`src/rtl/sipo_shift_register.sv`:
```
// sipo_shift_register: serial-in, parallel-out deserializer.
// Collects WIDTH serial bits on enabled clock edges. Each completed word is
// presented on a held parallel output together with a one-cycle valid strobe.
// Optional feature macro: SIPO_LIVE_OUT_EN. When it is defined, parallel_out
// follows the shift register on every shift, and the held output register is
// removed. When it is undefined (the default), parallel_out holds the last
// completed word.
module sipo_shift_register #(
   parameter int WIDTH     = 8,
   parameter bit MSB_FIRST = 1'b1
) (
   input  logic             clk,
   input  logic             rst,
   input  logic             shift_en,
   input  logic             serial_in,
   output logic [WIDTH-1:0] parallel_out,
   output logic             data_valid
);

   localparam int CNT_W = (WIDTH > 2) ? $clog2(WIDTH) : 1;
   localparam logic [CNT_W-1:0] CNT_LAST = CNT_W'(WIDTH - 1);
   localparam logic [CNT_W-1:0] CNT_ONE  = CNT_W'(1);

   logic [WIDTH-1:0] shreg_q, shreg_d;
   logic [CNT_W-1:0] cnt_q, cnt_d;
   logic             data_valid_q, data_valid_d;
   logic [WIDTH-1:0] shifted;

   // Shifted value with the current serial bit inserted on the configured end
   always_comb begin
      shifted = shreg_q;
      if (MSB_FIRST) begin
         shifted = {shreg_q[WIDTH-2:0], serial_in};
      end else begin
         shifted = {serial_in, shreg_q[WIDTH-1:1]};
      end
   end

   // Next-state for shift register, bit counter and valid strobe
   always_comb begin
      shreg_d      = shreg_q;
      cnt_d        = cnt_q;
      data_valid_d = 1'b0;
      if (shift_en) begin
         shreg_d = shifted;
         if (cnt_q == CNT_LAST) begin
            cnt_d        = '0;
            data_valid_d = 1'b1;
         end else begin
            cnt_d = cnt_q + CNT_ONE;
         end
      end
   end

   // Core state registers with synchronous active-low reset
   always_ff @(posedge clk) begin
      if (!rst) begin
         shreg_q      <= '0;
         cnt_q        <= '0;
         data_valid_q <= 1'b0;
      end else begin
         shreg_q      <= shreg_d;
         cnt_q        <= cnt_d;
         data_valid_q <= data_valid_d;
      end
   end

   assign data_valid = data_valid_q;

`ifdef SIPO_LIVE_OUT_EN
   // Live mode: the shift register itself is the parallel output
   assign parallel_out = shreg_q;
`else
   logic [WIDTH-1:0] parallel_out_q, parallel_out_d;

   // Output word loads only when a frame completes
   always_comb begin
      parallel_out_d = parallel_out_q;
      if (shift_en && (cnt_q == CNT_LAST)) begin
         parallel_out_d = shifted;
      end
   end

   // Held completed-word register
   always_ff @(posedge clk) begin
      if (!rst) begin
         parallel_out_q <= '0;
      end else begin
         parallel_out_q <= parallel_out_d;
      end
   end

   assign parallel_out = parallel_out_q;
`endif

endmodule

```
`config.mk`:
```
export PLATFORM = sky130hd
export DESIGN_NAME = sipo_shift_register
export DESIGN_NICKNAME = d
export VERILOG_FILES = /design/src/rtl/sipo_shift_register.sv
export SDC_FILE = /design/constraint.sdc
export NUM_CORES = 1
export LEC_CHECK = 0
export BUFFER_PORTS_ARGS = -buffer_cell sky130_fd_sc_hd__buf_2
export CORE_ASPECT_RATIO = 1.4
export CORE_MARGIN = 5
export CORE_UTILIZATION = 41
export DETAILED_ROUTE_END_ITERATION = 16
export GPL_TIMING_DRIVEN = 0
export RECOVER_POWER = 50
export SLEW_MARGIN = 0
export SYNTH_ARGS = -nofsm -noshare
export SYNTH_HDL_FRONTEND = slang
export SYNTH_SLANG_ARGS = --single-unit
```
`constraint.sdc`:
```
create_clock -name clk -period 1.4 [get_ports clk]
set_input_delay 0.21 -clock clk [delete_from_list [all_inputs] [get_ports clk]]
set_output_delay 0.21 -clock clk [all_outputs]
set_load 0.01 [all_outputs]
```
======== Word level (Yosys, flattened, before mapping) ========
Cells that the tools add are included.
Widths: inputs -> output; s select.
storage, ports and cells
  flip-flop bits (word level) ............. 19
  bits in latches ......................... 0
  memory bits (writable) .................. 0
  bits in read-only memories .............. 0
  output and inout port bits .............. 9
  logic and storage cells ................. 10
  memories kept ........................... 0
operators by class
  add/sub/neg operators ................... 1
  $mul .................................... 0
  divide/modulo/power cells ............... 0
  $lt $le $gt $ge ......................... 0
  equal/unequal tests ..................... 1
  shift-type cells ........................ 0
  multiplexer cells ....................... 2
  bitwise logic cells ..................... 0
  reduce and logical (&&, ||, !) cells .... 2
operators by type and width
  kind                 number
  $add 3x1->3 const B  1
  $eq 3x3->1 const B   1
  $mux 3               1
  $reduce_and 2->1     1
  $logic_and 1x1->1    1
  $mux 1               1

======== Depth between registers and ports, before layout ========
  word-level depth ........................ 2
  depth in mapped cells ................... 5
  gate-level depth less buffers ........... 4

======== Least setup slack after synthesis ========
Ideal clock, no wire load.
  path type ............................... reg-to-reg
  start point ............................. reg cnt_q[0]
  end point ............................... reg cnt_q[0]
  arrival time ............................ 1.081 ns
  setup slack ............................. 0.262 ns
  stages on the path, launching flop included .. 6
  path buffers ............................ 1
  clock period less this slack ............ 1.138 ns
  path through ............................ dfxtp_1 -> ha_1 -> ha_1 -> buf_2 -> nor3b_2 -> o21a_1
on the way
  cells in the longest elaborated chain, start to end .. 2
RTL lines
  what                                       line    text
  from (decl)                                25      logic [CNT_W-1:0] cnt_q, cnt_d;
  from (signal assigned)                     63      cnt_q <= cnt_d;
  $add 3x1->3 or $eq 3x3->1 (tied branches)  50, 46
  $mux 3 *                                   46      if (cnt_q == CNT_LAST) begin
Every way passes the cells marked *; elsewhere a longest branch is shown, timed or not.
A chain may end at the register's enable or synchronous reset.

======== Final worst setup path ========
  start point ............................. reg cnt_q[0]
  end point ............................... reg parallel_out_q[2] (netlist: parallel_out[2])
on the way
  cells in the longest elaborated chain, start to end .. 2
RTL lines
  what                  line  text
  $eq 3x3->1            79    if (shift_en && (cnt_q == CNT_LAST)) begin
  $logic_and 1x1->1     79
  to (signal assigned)  89    parallel_out_q <= parallel_out_d;
  to (decl)             74    logic [WIDTH-1:0] parallel_out_q, parallel_out_d;
Every way passes these cells.

==> impl_metrics.tcl <==
set metrics [dict create \
    cts_post_setup_buffers_inserted 0 \
    rsz0062_at_grt "no" \
    vdd_drop_max_mv 0.551 \
    fin_skew_ns 0.00491 \
    post_drt_wl_per_cell_um 11.1 \
    p_switching_uw 184 \
    grt_usage_pct 10.5 \
    stdcell_area_um2 858 \
    htreeDepth 1 \
    die_height_um 60.9 \
    antenna_left 0 \
    synth_edf_count 0 \
    core-area_um2 1760 \
    port_buffers 11 \
    synth-seq-cells 19 \
    clk_latency_ns 0.28 \
    slew_headroom_pct 88.4 \
    ioPinCount 13 \
    clockRootBuffer "clkbuf_4" \
    grt_pass1_wl_um 2160 \
    post-route-period-util_pct 87.9 \
    die_x_um 46.4 \
    pwr-share-clk_pct 29.8 \
    cts.clk_slew.worst_paths_ns 0.10 \
    syn_inst 75 \
    synth_area_um2 759 \
    yosys-top-cells-area "dfxtp_1 50%, mux2i_1 12%, nor2b_1 8.2%" \
    cts_buffers 3 \
    worst_pin_slew_ns 0.173 \
    async_flop_share_pct 0 \
    cts-resized-gates 0 \
    final.min_clock_period_ns 1.23 \
    overflow 0 \
    dieArea_um2 2830 \
    drc 0 \
    gp_congestion 0.687 \
    start_util_pct 43.2 \
    status "finished, final reports clean" \
    setup-violations-final 0 \
    yosysMostFrequentCell "dfxtp_1" \
    drtIter0Drc 2 \
    dpl.hpwl_um 893 \
    max_freq_ghz 0.812 \
    final_hold_viol_count 0 \
    synth_area_per_cell_um2 10.1 \
    fin_nets 97 \
    final_cells 110 \
    synth_top_cell_area_share_pct 50.1 \
    wirelength_um 1230 \
    cp.arrival_ns 1.46 \
    yosysWarnings 0 \
    post-route-util_pct 48.9 \
    drv_slew 0 \
    cp_max_fo 8 \
    synth_commonest_cells "19 x dfxtp_1, 10 x nor2b_1, 9 x mux2i_1" \
    cts_tree "yes" \
    maxCapViolCount 0 \
    power_density_nw_per_um2 1020 \
    vias_per_cell 4.85 \
    clk_path_buf_depth 2 \
    dpl_cell_area_um2 840 \
    placed_cells 106 \
    ys.flop_type "dfxtp_1" \
    setup_tns_ns 0 \
    seq_power_share_pct 63.5 \
    clock_sinks 19 \
    worstPathRequired_ns 1.63 \
    combPwrFrac_pct 6.7 \
    grt_max_degree 11 \
    crit_type "reg -> reg" \
    worst_setup_path_end_kind "flip-flop" \
    synth_nets 81 \
    final_layout_size_suffix_gt1_share_pct 17.8 \
    antenna_found_initial 0 \
    hold_class "in -> reg" \
    p_leak_uw 0.000361 \
    synth_area_leader_cell "dfxtp_1" \
    num_rows 18 \
    postCtsHoldBufs 0 \
    area_growth_pct 13.0 \
    ys_seq_area_share_pct 50.1 \
    startpoint_type "flip-flop" \
    p_int_uw 689 \
    via_count 533 \
    grt_pass1_vias 514 \
    switching_share_pct 21.1 \
    antennaDiodeCount 0 \
    dr.pass1.iters 3 \
    yosysUniqueCellTypes 15 \
]
## power by group through the flow
stage               registers (uW)  clock network, uW  logic, uW
floorplan                      565                  0       47.2
global placement               566                  0       58.9
detailed placement             567                  0       58.9
CTS                            554                274       59.2
global route                   555                299       65.2
finish                         554                260       58.6
## metal layers
metal	GRT usage (%)	routed length, um	vias up	part of all wire, %
li1	-	-	285	-
met1	12.6	592	237	48
met2	16.5	558	9	46
met3	2.67	58	2	4.7
met4	6.10	16	0	1.3
met5	0	0	-	0
## kinds of logic after synthesis
logic type      after synthesis  synth area share, %
flops                        19                 50.1
buf+inv                       7                 6.42
fa+ha+maj                     2                 3.29
mux                           9                 11.9
compound gates                9                 6.26
simple gates                 29                 22.1
## critical path: stages, from the launching register on
cell and delay [ns]:
dfxtp_1 0.34, ha_1 0.20, ha_1 0.18, and2_1 0.15, clkbuf_2 0.17, o21ai_1 0.15
## final cells by class
cell class | instances | area [um2]
flip-flops and latches | 19 | 380
fillers | 190 | 898
well taps | 20 | 25.0
clock buffers | 4 | 26.3
repair buffers | 11 | 47.5
plain buffers | 7 | 48.8
multi-input cells | 49 | 330
## registers in the layout (all words and copies together), names as in the netlist
signal / count
parallel_out: 8
shreg_q: 7
cnt_q: 3
data_valid: 1
## placed cells by master, fill, tap and decap left out
| master | instances |
|---|---|
| nor2b_1 | 10 |
| and2_1 | 1 |
| and3_1 | 1 |
| clkbuf_4 | 3 |
| nand2_1 | 8 |
| buf_2 | 6 |
| buf_6 | 1 |
| nand4_1 | 8 |
| o21ai_1 | 8 |
| buf_4 | 3 |
| clkbuf_1 | 7 |
| mux2i_1 | 9 |
| clkbuf_2 | 2 |
| dfxtp_1 | 19 |
| o21a_1 | 1 |
| nor3b_2 | 1 |
| ha_1 | 2 |
## worst paths after layout
kind,startpoint,to,slack [ns],cells after the start
worst max register to register,cnt_q[0],parallel_out[2],0.17,5
worst min-delay path,serial_in,parallel_out[0],0.20,3
worst max-delay path,cnt_q[0],parallel_out[2],0.17,5
worst min register to register,parallel_out[4],parallel_out[4],0.45,2
## through the flow
| step | setup slack, ns | power, uW | hold slack, ns |
|---|---|---|---|
| finish | 0.169 | 873 | 0.197 |
| global route | 0.0504 | 920 | 0.196 |
| CTS | 0.151 | 887 | 0.188 |
| detailed placement | 0.175 | 626 | 0.437 |
| global placement | 0.178 | 625 | 0.435 |
| floorplan | 0.262 | 612 | 0.366 |
(Power assumes the default switching activity.)
